## config.mk

```make
export PLATFORM = sky130hd
export DESIGN_NAME = vga_mode_sched
export DESIGN_NICKNAME = d
export VERILOG_FILES = /design/src/rtl/vga_pkg.sv /design/src/rtl/key_debounce.sv /design/src/rtl/vga_mode_sched.sv
export SDC_FILE = /design/constraint.sdc
export NUM_CORES = 1
export LEC_CHECK = 0
export BUFFER_PORTS_ARGS = -buffer_cell sky130_fd_sc_hd__buf_2
export CORE_ASPECT_RATIO = 2
export CORE_MARGIN = 2
export CORE_UTILIZATION = 55
export DETAILED_ROUTE_END_ITERATION = 6
export GPL_ROUTABILITY_DRIVEN = 0
export PLACE_DENSITY = 0.77
export SYNTH_ARGS = -nofsm -noshare
export SYNTH_HDL_FRONTEND = slang
export SYNTH_HIERARCHICAL = 1
export SYNTH_SLANG_ARGS = --single-unit
```

## constraint.sdc

```tcl
create_clock -name pixel_clk -period 2 [get_ports pixel_clk]
set_input_delay 0.1 -clock pixel_clk [delete_from_list [all_inputs] [get_ports pixel_clk]]
set_output_delay 0.1 -clock pixel_clk [all_outputs]
set_load 0.005 [all_outputs]
```

## src/rtl/vga_pkg.sv

```systemverilog
// Shared definitions for the VGA pattern scheduler.
// Latency: n/a (types and constants only).
// Backpressure: n/a.
package vga_pkg;

    // Scheduler states: AUTO cycles patterns on a frame count, MANUAL holds.
    typedef enum logic {
        ST_AUTO   = 1'b0,
        ST_MANUAL = 1'b1
    } sched_state_t;

    // Default number of display patterns.
    localparam int N_MODES_DEF = 4;

endpackage

```

## src/rtl/key_debounce.sv

```systemverilog
// Pushbutton conditioner: 2-FF synchroniser, level debouncer, press pulse.
// Latency: press fires 2 sync cycles + DB_CYCLES stable cycles + 1 after key falls.
// Backpressure: none; press is a single-cycle pulse with no handshake.
//
// Ports:
//   clk    - sampling clock
//   rst_n  - asynchronous active-low reset (key treated as released)
//   key_n  - raw asynchronous key, active-low
//   press  - one-cycle pulse per debounced press (release makes no pulse)
module key_debounce #(
    parameter int DB_CYCLES = 500000
) (
    input  logic clk,
    input  logic rst_n,
    input  logic key_n,
    output logic press
);

    localparam int CW = $clog2(DB_CYCLES + 1);

    logic          sync1;
    logic          sync2;
    logic          db_lvl;
    logic [CW-1:0] db_cnt;
    logic          db_done;

    // Last cycle of a full stable run of a value different from db_lvl.
    assign db_done = (sync2 != db_lvl) && (db_cnt == CW'(DB_CYCLES - 1));

    always_ff @(posedge clk or negedge rst_n) begin
        if (!rst_n) begin
            sync1  <= 1'b1;
            sync2  <= 1'b1;
            db_lvl <= 1'b1;
            db_cnt <= '0;
            press  <= 1'b0;
        end else begin
            sync1 <= key_n;
            sync2 <= sync1;
            press <= db_done && db_lvl;   // only the high-to-low move is a press
            if (sync2 == db_lvl) begin
                db_cnt <= '0;
            end else if (db_done) begin
                db_lvl <= sync2;
                db_cnt <= '0;
            end else begin
                db_cnt <= db_cnt + CW'(1);
            end
        end
    end

endmodule

```

## src/rtl/vga_mode_sched.sv

```systemverilog
// Selects the VGA test pattern; auto-advances every AUTO_FRAMES frames or on key.
// Latency: all changes land on the frame-start edge (1 cycle after vs falls).
// Backpressure: none; key presses coalesce into one pending request per frame.
//
// Ports:
//   pixel_clk  - only clock
//   sys_rst_n  - asynchronous active-low reset
//   video_vs   - active-low vertical sync, synchronous to pixel_clk
//   key_next_n - async pushbutton, advance pattern
//   key_mode_n - async pushbutton, toggle auto/manual
//   mode_sel   - pattern select
//   auto_en    - high while in AUTO
//   frame_tick - one-cycle pulse at each frame start
module vga_mode_sched
    import vga_pkg::*;
#(
    parameter int N_MODES     = N_MODES_DEF,
    parameter int AUTO_FRAMES = 120,
    parameter int DB_CYCLES   = 500000,
    localparam int MW = (N_MODES > 1) ? $clog2(N_MODES) : 1
) (
    input  logic          pixel_clk,
    input  logic          sys_rst_n,
    input  logic          video_vs,
    input  logic          key_next_n,
    input  logic          key_mode_n,
    output logic [MW-1:0] mode_sel,
    output logic          auto_en,
    output logic          frame_tick
);

    localparam int FW = $clog2(AUTO_FRAMES + 1);

    sched_state_t  state;
    logic [FW-1:0] frame_cnt;
    logic          vs_q;
    logic          frame_start;
    logic          press_next;
    logic          press_mode;
    logic          pend_next;
    logic          pend_mode;
    logic          auto_adv;
    logic          advance;

    key_debounce #(.DB_CYCLES(DB_CYCLES)) u_key_next (
        .clk   (pixel_clk),
        .rst_n (sys_rst_n),
        .key_n (key_next_n),
        .press (press_next)
    );

    key_debounce #(.DB_CYCLES(DB_CYCLES)) u_key_mode (
        .clk   (pixel_clk),
        .rst_n (sys_rst_n),
        .key_n (key_mode_n),
        .press (press_mode)
    );

    assign frame_start = vs_q && !video_vs;
    assign auto_adv    = (state == ST_AUTO) && (frame_cnt == FW'(AUTO_FRAMES - 1));
    // Auto-advance and a key request on the same frame still move by one.
    assign advance     = pend_next || auto_adv;
    assign auto_en     = (state == ST_AUTO);

    always_ff @(posedge pixel_clk or negedge sys_rst_n) begin
        if (!sys_rst_n) begin
            state      <= ST_AUTO;
            mode_sel   <= '0;
            frame_cnt  <= '0;
            frame_tick <= 1'b0;
            vs_q       <= 1'b1;
            pend_next  <= 1'b0;
            pend_mode  <= 1'b0;
        end else begin
            vs_q       <= video_vs;
            frame_tick <= frame_start;
            if (frame_start) begin
                // Requests are consumed here; a press arriving on this very
                // edge becomes the pending request for the next frame.
                pend_next <= press_next;
                pend_mode <= press_mode;

                if (pend_mode) begin
                    state <= (state == ST_AUTO) ? ST_MANUAL : ST_AUTO;
                    if (state == ST_MANUAL) begin
                        frame_cnt <= '0;
                    end
                end else if (advance) begin
                    frame_cnt <= '0;
                end else if (state == ST_AUTO) begin
                    frame_cnt <= frame_cnt + FW'(1);
                end

                if (advance) begin
                    mode_sel <= (mode_sel == MW'(N_MODES - 1)) ? '0 : mode_sel + MW'(1);
                end
            end else begin
                pend_next <= pend_next || press_next;
                pend_mode <= pend_mode || press_mode;
            end
        end
    end

endmodule
```

======== Word level (Yosys, flattened, before mapping) ========
Cells that the tools add are included.
storage, ports and cells
  output and inout port bits .............. 4
  bits in registers ....................... 60
  logic and storage cells ................. 61
operators by class
  bitwise operators ....................... 3
  reductions and logical operators ........ 15
  muxes and demuxes ....................... 12
  eq/ne operators ......................... 10
  add/sub/neg operators ................... 4
operator list
  cell                                                             count
  19-bit 2-to-1 mux                                                4
  19-bit by 1-bit adder with 19-bit output, second input constant  2
  19-bit equality test, second input constant                      2
  7-bit 2-to-1 mux                                                 4
  2-bit AND reduction                                              4
  7-bit by 1-bit adder with 7-bit output, second input constant    1
  7-bit equality test, second input constant                       1
  1-bit logical AND                                                6
  1-bit logical OR                                                 3
  1-bit 2-to-1 mux                                                 3
  3-bit by 1-bit != test with 1-bit output, second input constant  1
  1-bit NOT                                                        3
  3-bit AND reduction                                              1
  2-bit by 1-bit adder with 2-bit output, second input constant    1
  1-bit equality test                                              2
  2-bit equality test, second input constant                       1
  2-bit 2-to-1 mux                                                 1
  1-bit != test                                                    2
  2-bit != test, second input constant                             1
  1-bit zero test                                                  1

======== Longest topological paths before layout ========
Gate-level depths: netlist of the first run.
  depth in word-level cells ............... 5
  depth in mapped cells ................... 5
  depth with buffers taken out ............ 5

======== Hierarchy ========
The synthesis of the first run kept the hierarchy.
by module, submodules not included
  module          cells each  instances  area an instance (sq um)
  key_debounce    104         2          1131.1
  vga_mode_sched  66          1          678.2

======== Least setup slack after synthesis of the first run ========
Ideal clock, no wire load.
  path type ............................... register to register
  start point ............................. register u_key_mode.db_cnt[11]
  end point ............................... register u_key_mode.db_lvl
  path buffers ............................ 0
  path slack .............................. 197 ps
  data arrival time ....................... 1720 ps
  cell stages (with the launch flop) ...... 5
  library setup time ...................... 82 ps
  required time ........................... 1918 ps
  cell sequence ........................... dfrtp_1 -> nor4_2 -> nand4_2 -> or4_4 -> mux2_4
between the ends
  cells in the longest elaborated chain, start to end .. 3
RTL lines
  what                                  RTL line            source
  from (decl)                           key_debounce.sv:24  logic [CW-1:0] db_cnt;
  from (signal assigned)                key_debounce.sv:47  db_cnt <= db_cnt + CW'(1);
  19-bit equality test                  key_debounce.sv:28  assign db_done = (sync2 != db_lvl) && (db_cnt == CW'(DB_CYCLES - 1));
  1-bit logical AND                     key_debounce.sv:28
  2-bit AND reduction (no source line)  -
  to (signal assigned)                  key_debounce.sv:44  db_lvl <= sync2;
  to (decl)                             key_debounce.sv:23  logic db_lvl;
Every way passes these cells.
A chain may end at the register's enable or synchronous reset.

======== Worst setup path in the final report of the first run ========
  start point ............................. register u_key_next.db_cnt[11]
  end point ............................... register u_key_next.db_lvl
between the ends
  cells in the longest elaborated chain, start to end .. 3
RTL lines
  what                                  RTL line
  from (decl)                           key_debounce.sv:24
  from (signal assigned)                key_debounce.sv:47
  19-bit equality test                  key_debounce.sv:28
  1-bit logical AND                     key_debounce.sv:28
  2-bit AND reduction (no source line)  -
  to (signal assigned)                  key_debounce.sv:44
  to (decl)                             key_debounce.sv:23
Every way passes these cells.

==> flow_summary.json, run 1 <==
{
  "final-instance-count-excl-fill": 373,
  "rows": 37,
  "p_clk_frac": 0.411,
  "insertedDiodeCount": 0,
  "min-delay-path-class": "input port to async pin",
  "synth_sequential_area_ratio": 0.514,
  "synth_async_sr_flop_share": 1.00,
  "timing_worst_slew_pin_value_ps": 640,
  "post_dp_cell_area_sq_um": 3170,
  "multi_input_area_sq_um": 1390,
  "power.share.switching": 0.249,
  "global_route_usage_over_all_layers": 0.225,
  "grt_max_degree": 36,
  "worst_skew_pair.late_latency_ps": 340,
  "drt_pre_antenna_iters": 4,
  "ys_ff_latch": 60,
  "worstPathMaxFanout": 4,
  "finClkSkew_ps": 8.72,
  "first_global_vias": 2289,
  "ys.warnings.count": 6,
  "number_of_antenna_violations_at_the_first_check_in_global_routing": 0,
  "tritoncts_clock_tree": "built",
  "clock_pin_transition_on_the_worst_setup_and_hold_timing_paths_ps": 70,
  "max_clock_freq_mhz": 519,
  "cp-start-kind": "flop",
  "num_vias": 2160,
  "p_per_area_nw_per_um2": 832,
  "initialDrtViolationCount": 57,
  "cp.arrival_ps": 2190,
  "power.share.sequential": 0.478,
  "globalRouteOverflowTotal": 0,
  "cts.path.max_buffers": 2,
  "post_synth_inst_count": 274,
  "post_cts_buffers": 0,
  "comb_power_share": 0.111,
  "rsz0062_at_grt": "no",
  "setup.worst_path.end_class": "flop",
  "cap_violations": 0,
  "crit_buf_inv": 0,
  "cts.sinks": 60,
  "fp.dieW_microns": 55.7,
  "setup.worst_path.class": "flop to flop",
  "cts-root-buf": "clkbuf_8",
  "yosys.cell_types.count": 42,
  "number_of_nets_in_the_finished_design": 319,
  "critical_path.slowest_cell": "or4_4",
  "tns_ps": 0,
  "synth_ff_type": "dfrtp_1",
  "placedCellCount": 353,
  "syn-mean-instance-area_sq_um": 10.7,
  "fillCellCount": 396,
  "grt_pass1_wl_microns": 10200,
  "io_buffers": 8,
  "post-layout-total-power_mw": 2.86,
  "power.net_switching_mw": 0.712,
  "finalSetupViolations": 0,
  "initial_core_util": 0.572,
  "die-height_microns": 107,
  "irDropWorstVdd_v": 0.000843,
  "critical_path.top_delay_family": "simple AND/OR/NAND/NOR gates",
  "maxSlewHeadroom": 0.573,
  "cts_h_tree_depth": 3,
  "area.sequential_sq_um": 1510,
  "synth_enable_flop_cells": 0,
  "post_route_cells_drive_above_1_share": 0.232,
  "maxSlewViolCount": 0,
  "routed_via_density": 5.79,
  "finalCritPeriodShare": 0.963,
  "synth_area_sq_um": 2940,
  "crit_chain": "nor4_4 -> nand4_2 -> or4_4 -> mux2_4",
  "timing.critical_path.slowest_cell_delay_ps": 610,
  "remaining_drc_errors": 0,
  "wl_per_cell_microns": 16.0,
  "hold_viol_final": 0,
  "cp_num_cells": 4,
  "timing.final.crit_period_ps": 1930,
  "tritoncts.num_buffers": 9,
  "rr_worst_depth": 4,
  "run_status": "finished clean",
  "die-area_sq_um": 5980,
  "hpwl_microns": 4180,
  "postRouteWirelength_microns": 5950,
  "finalInstanceArea_sq_um": 3440,
  "design.core.area_sq_um": 5140,
  "boundaryPins": 9,
  "static-leakage-power_nw": 1.48,
  "synth_nets": 283,
  "areaGrowthSynthToFinish_pct": 17.1,
  "drt.antenna.violating_nets": 0,
  "cp.required_ps": 2270,
  "rrSetupSlack_ps": 70,
  "internal-power_mw": 2.15
}
==> synthesized netlist by cell type (3+ instances only) <==
cell type / count / area share
a21oi_1: 6 / 0.010
dfrtp_1: 53 / 0.45
dfstp_2: 7 / 0.063
ha_1: 4 / 0.017
inv_1: 10 / 0.013
nand2_1: 15 / 0.019
nand3_1: 24 / 0.041
nand4_1: 8 / 0.017
nor2_1: 38 / 0.049
nor3_1: 10 / 0.017
nor3b_1: 3 / 0.0077
nor4_1: 8 / 0.017
o21ai_1: 3 / 0.0051
or2_2: 6 / 0.013
or4_1: 5 / 0.013
xnor2_1: 29 / 0.086
xor2_1: 4 / 0.012
==> placed cells by master, fill, tap and decap left out, types with 2 or more instances in the layout <==
cell and instances:
nor3b_1 3, buf_4 15, o21ai_1 3, dfrtp_1 53, xnor2_1 29, clkbuf_8 13, nor3_1 10, a211o_1 2
inv_1 10, nor4_1 8, buf_2 8, nand4_2 2, nand4_4 2, nand3_1 24, o41ai_4 2, a21oi_1 6
a21o_1 2, mux2_4 2, dfstp_2 7, or4_4 2, nor2_1 38, xor2_1 4, dlygate4sd3_1 4, nand2_1 15
ha_1 4, nand3b_1 2, or2_2 6, mux2i_1 2, and3_2 2, or4_1 5, o31ai_1 2, mux2_2 2
and2_1 2, nand4_1 8, and4bb_2 2
==> power by group through the flow <==
stage	combinational [mW]	sequential (mW)	clock (mW)
after global placement	0.302	1.38	0
after floorplan	0.216	1.37	0
after global routing	0.373	1.38	1.25
final	0.317	1.37	1.18
after CTS	0.324	1.37	1.20
after detailed placement	0.314	1.39	0
==> state kept, by name, indices dropped and copies added, names as in the netlist <==
signal             cells
pend_mode              1
pend_next              1
u_key_next/db_lvl      1
u_key_next/sync2       1
u_key_mode/db_lvl      1
u_key_mode/press       1
mode_sel               2
state                  1
frame_cnt              7
u_key_mode/db_cnt     19
u_key_next/press       1
vs_q                   1
frame_tick             1
u_key_mode/sync1       1
u_key_next/db_cnt     19
u_key_next/sync1       1
u_key_mode/sync2       1
==> kinds of logic after synthesis <==
logic type	count (synthesis)	synth area share
buf+inv	13	0.0174
xor+xnor	33	0.0983
compound gates	21	0.0621
flops	60	0.514
fa+ha+maj	4	0.0170
mux	6	0.0247
simple gates	137	0.267
==> timing repair <==
item / 4_1_cts / 5_1_grt
hold buffers: 4 / 0
hold endpoints to repair: 26 / 0
setup endpoints to repair: 0 / 1
resized for setup: 0 / 1
==> stage by stage <==
step / setup WS, ps / util / hold slack (ps)
final: 74.6 / 0.670 / 309
after floorplan: 197 / - / -196
after CTS: 54.9 / 0.668 / 321
after detailed placement: 69.4 / 0.617 / 154
after global routing: 0.515 / 0.670 / 364
after global placement: 143 / 0.617 / 144
==> worst register-to-register path, cell delays in order, from the launching register on <==
cell	delay [ps]
dfrtp_1	440
nor4_4	310
nand4_2	190
or4_4	610
mux2_4	310
==> per-layer routing <==
layer | track usage | vias up | routed length, microns
met5 | 0 | - | 0
met4 | 0.153 | 0 | 224
met3 | 0.0421 | 21 | 159
met2 | 0.406 | 50 | 3310
met1 | 0.228 | 1046 | 2250
li1 | - | 1043 | -
==> layout make-up <==
class	instances	area share
Clock buffer	13	0.0520
Clock inverter	3	0.0124
Inverter	10	0.0109
Multi-Input combinational cell	201	0.403
Sequential cell	60	0.439
Tap cell	58	0.0211
Timing Repair Buffer	28	0.0618
==> worst paths after layout <==
check | startpoint | to
setup / recovery | u_key_next/db_cnt[11] | u_key_next/db_lvl
hold / removal | sys_rst_n | u_key_mode/db_cnt[7]
setup reg to reg | u_key_next/db_cnt[11] | u_key_next/db_lvl
hold reg to reg | u_key_next/sync1 | u_key_next/sync2
max in group asynchronous | sys_rst_n | u_key_mode/db_lvl
min in group pixel_clk | u_key_next/sync1 | u_key_next/sync2
Power figures use the tool's default switching activity.
==> run 2: changes to the inputs <==
--- a/config.mk
+++ b/config.mk
@@ -5,13 +5,14 @@
 export SDC_FILE = /design/constraint.sdc
 export NUM_CORES = 1
 export LEC_CHECK = 0
+export ABC_AREA = 1
 export BUFFER_PORTS_ARGS = -buffer_cell sky130_fd_sc_hd__buf_2
 export CORE_ASPECT_RATIO = 2
 export CORE_MARGIN = 2
 export CORE_UTILIZATION = 55
 export DETAILED_ROUTE_END_ITERATION = 6
 export GPL_ROUTABILITY_DRIVEN = 0
-export PLACE_DENSITY = 0.77
+export PLACE_DENSITY = 0.72
 export SYNTH_ARGS = -nofsm -noshare
 export SYNTH_HDL_FRONTEND = slang
 export SYNTH_HIERARCHICAL = 1
==> run 2 against run 1 <==
Utilization down 1.5 points; count of clock-buffer cells in the layout down 2; maximum frequency up 14%; final area up 9.6%; hold slack better by 21 ps.
==> flow_summary.json, run 2 <==
{
  "timing.final.crit_period_ps": 1690,
  "insertedDiodeCount": 0,
  "synth_enable_flop_cells": 0,
  "post_synth_inst_count": 422,
  "cts.sinks": 60,
  "comb_power_share": 0.086,
  "finClkSkew_ps": 6.69,
  "syn-mean-instance-area_sq_um": 7.79,
  "die-height_microns": 113,
  "ys.warnings.count": 6,
  "pre_cts_ws_ps": 299,
  "biggest_area_consumer_among_synthesized_cells": "dfrtp_1",
  "finalCritPeriodShare": 0.846,
  "run_status": "finished clean",
  "remaining_drc_errors": 0,
  "rows": 39,
  "cp.required_ps": 2210,
  "areaGrowthSynthToFinish_pct": 14.8,
  "num_vias": 2682,
  "number_of_antenna_violations_at_the_first_check_in_global_routing": 0,
  "synth_nets": 431,
  "finalSetupViolations": 0,
  "grt_max_degree": 35,
  "wl_per_cell_microns": 13.4,
  "final_core_utilization": 0.655,
  "globalRouteOverflowTotal": 0,
  "worst_skew_pair.late_latency_ps": 330,
  "boundaryPins": 9,
  "drt_pre_antenna_iters": 5,
  "final_common_cell": "nand2_1",
  "max_clock_freq_mhz": 591,
  "fp.dieW_microns": 58.7,
  "cp.arrival_ps": 1900,
  "timing_worst_slew_pin_value_ps": 637,
  "synthTopCellsByArea": "dfrtp_1 40%, nand2_1 11%, nor2_1 8.2%, inv_1 7.3%, nand3_1 5.8%",
  "internal-power_mw": 2.53,
  "setup_ws_ps": 307,
  "hold_viol_final": 0,
  "power.share.switching": 0.231,
  "io_buffers": 8,
  "tritoncts_clock_tree": "built",
  "static-leakage-power_nw": 1.84,
  "top_regs": "u_key_mode/db_cnt: 19 flops, u_key_next/db_cnt: 19 flops, frame_cnt: 7 flops",
  "p_per_area_nw_per_um2": 872,
  "holdWs_ps": 329,
  "rr_worst_depth": 7,
  "synth_area_sq_um": 3290,
  "power.net_switching_mw": 0.761,
  "cap_violations": 0,
  "synth_ff_type": "dfrtp_1",
  "cts.path.max_buffers": 2,
  "fillCellCount": 498,
  "synthMostInstantiatedCell": "nand2_1",
  "tritoncts.num_buffers": 9,
  "cts-root-buf": "clkbuf_16",
  "number_of_nets_in_the_finished_design": 455,
  "final_cell_mix": "94 x nand2_1, 72 x nor2_1, 64 x inv_1, 53 x dfrtp_1, 38 x nand3_1",
  "power.share.sequential": 0.416,
  "multi_input_area_sq_um": 1510,
  "ys_ff_latch": 60,
  "first_global_vias": 2778,
  "maxSlewHeadroom": 0.575,
  "p_clk_frac": 0.499,
  "setup.worst_path.end_class": "flop",
  "irDropWorstVdd_v": 0.000673,
  "tns_ps": 0,
  "maxSlewViolCount": 0,
  "synth_sequential_area_ratio": 0.460,
  "yosys-top-cells-count": "94 x nand2_1, 72 x nor2_1, 64 x inv_1",
  "yosys.cell_types.count": 29,
  "cts_resized": 0,
  "design.core.area_sq_um": 5760,
  "min-delay-path-class": "input port to async pin",
  "clock_pin_transition_on_the_worst_setup_and_hold_timing_paths_ps": 50,
  "grt_pass1_wl_microns": 12000,
  "postRouteWirelength_microns": 6860,
  "cts_h_tree_depth": 3,
  "initialDrtViolationCount": 96,
  "rrSetupSlack_ps": 310,
  "global_route_usage_over_all_layers": 0.241,
  "routed_via_density": 5.24,
  "synth_top_area_frac": 0.404,
  "post_route_cells_drive_above_1_share": 0.149,
  "cp-start-kind": "flop",
  "die-area_sq_um": 6650,
  "hpwl_microns": 5170,
  "setup.worst_path.class": "flop to flop",
  "drt.antenna.violating_nets": 0,
  "rsz0062_at_grt": "no",
  "initial_core_util": 0.571,
  "area.sequential_sq_um": 1510,
  "synth_async_sr_flop_share": 1.00,
  "worstPathMaxFanout": 11
}
## run 2: changes by cell type after synthesis, moves of 10 or more
cell,previous run,this run
inv_1,10,64
nor2_2,0,10
nor2_1,38,72
xnor2_1,29,1
xor2_1,4,15
nand2_1,15,94
nand3_1,24,38
## run 2: repair_timing
item                      4_1_cts  5_1_grt
hold buffers                    4        0
hold endpoints to repair       25        0
setup buffers                   0        0
## run 2: final timing paths
kind,start,end
max,u_key_next/db_lvl,u_key_next/db_cnt[17]
min,sys_rst_n,frame_cnt[4]
max reg2reg,u_key_next/db_lvl,u_key_next/db_cnt[17]
min reg2reg,u_key_next/sync1,u_key_next/sync2
max in group asynchronous,sys_rst_n,u_key_next/db_lvl
min in group pixel_clk,u_key_next/sync1,u_key_next/sync2
## run 2: final cells by class
| type | count | share of cell area |
|---|---|---|
| well taps | 61 | 0.0202 |
| clock inverters | 5 | 0.0199 |
| clock buffers | 11 | 0.0643 |
| inverters | 65 | 0.0647 |
| multi-input cells | 295 | 0.400 |
| flip-flops and latches | 60 | 0.400 |
| repair buffers | 15 | 0.0305 |
## run 2: kinds of logic after synthesis
kind of cell    after synthesis  share of synthesized area
simple gates                248                      0.354
xor+xnor                     16                     0.0427
flops                        60                      0.460
buf+inv                      67                     0.0811
fa+ha+maj                     4                     0.0152
compound gates               27                     0.0476
## run 2: worst max-delay path: stages, from the launching register on
cell	delay [ps]
dfstp_2	540
inv_1	60
nand2_1	90
nand2_4	90
nor2_1	120
nand3_1	340
nand2_1	270
nor2_1	70
## run 2: power by group through the flow
stage | Sequential [mW] | Combinational, mW | Clock (mW)
after global placement | 1.38 | 0.269 | 0
after floorplan | 1.37 | 0.198 | 0
after global routing | 1.37 | 0.328 | 1.72
after detailed placement | 1.39 | 0.281 | 0
after CTS | 1.37 | 0.288 | 1.68
final | 1.37 | 0.281 | 1.64
## run 2: routing by layer
| metal | track usage | part of all wire | up-vias |
|---|---|---|---|
| met3 | 0.0446 | 0.022 | 24 |
| met1 | 0.241 | 0.37 | 1261 |
| met2 | 0.419 | 0.55 | 43 |
| met4 | 0.182 | 0.048 | 0 |
| li1 | - | - | 1354 |
| met5 | 0 | 0 | - |
## run 2: per-stage QoR
stage,area [sq um],cells,power (mW)
floorplan,3290,422,1.57
global placement,3410,492,1.65
detailed placement,3410,492,1.67
CTS,3770,512,3.33
global route,3770,512,3.42
finish,3770,512,3.29
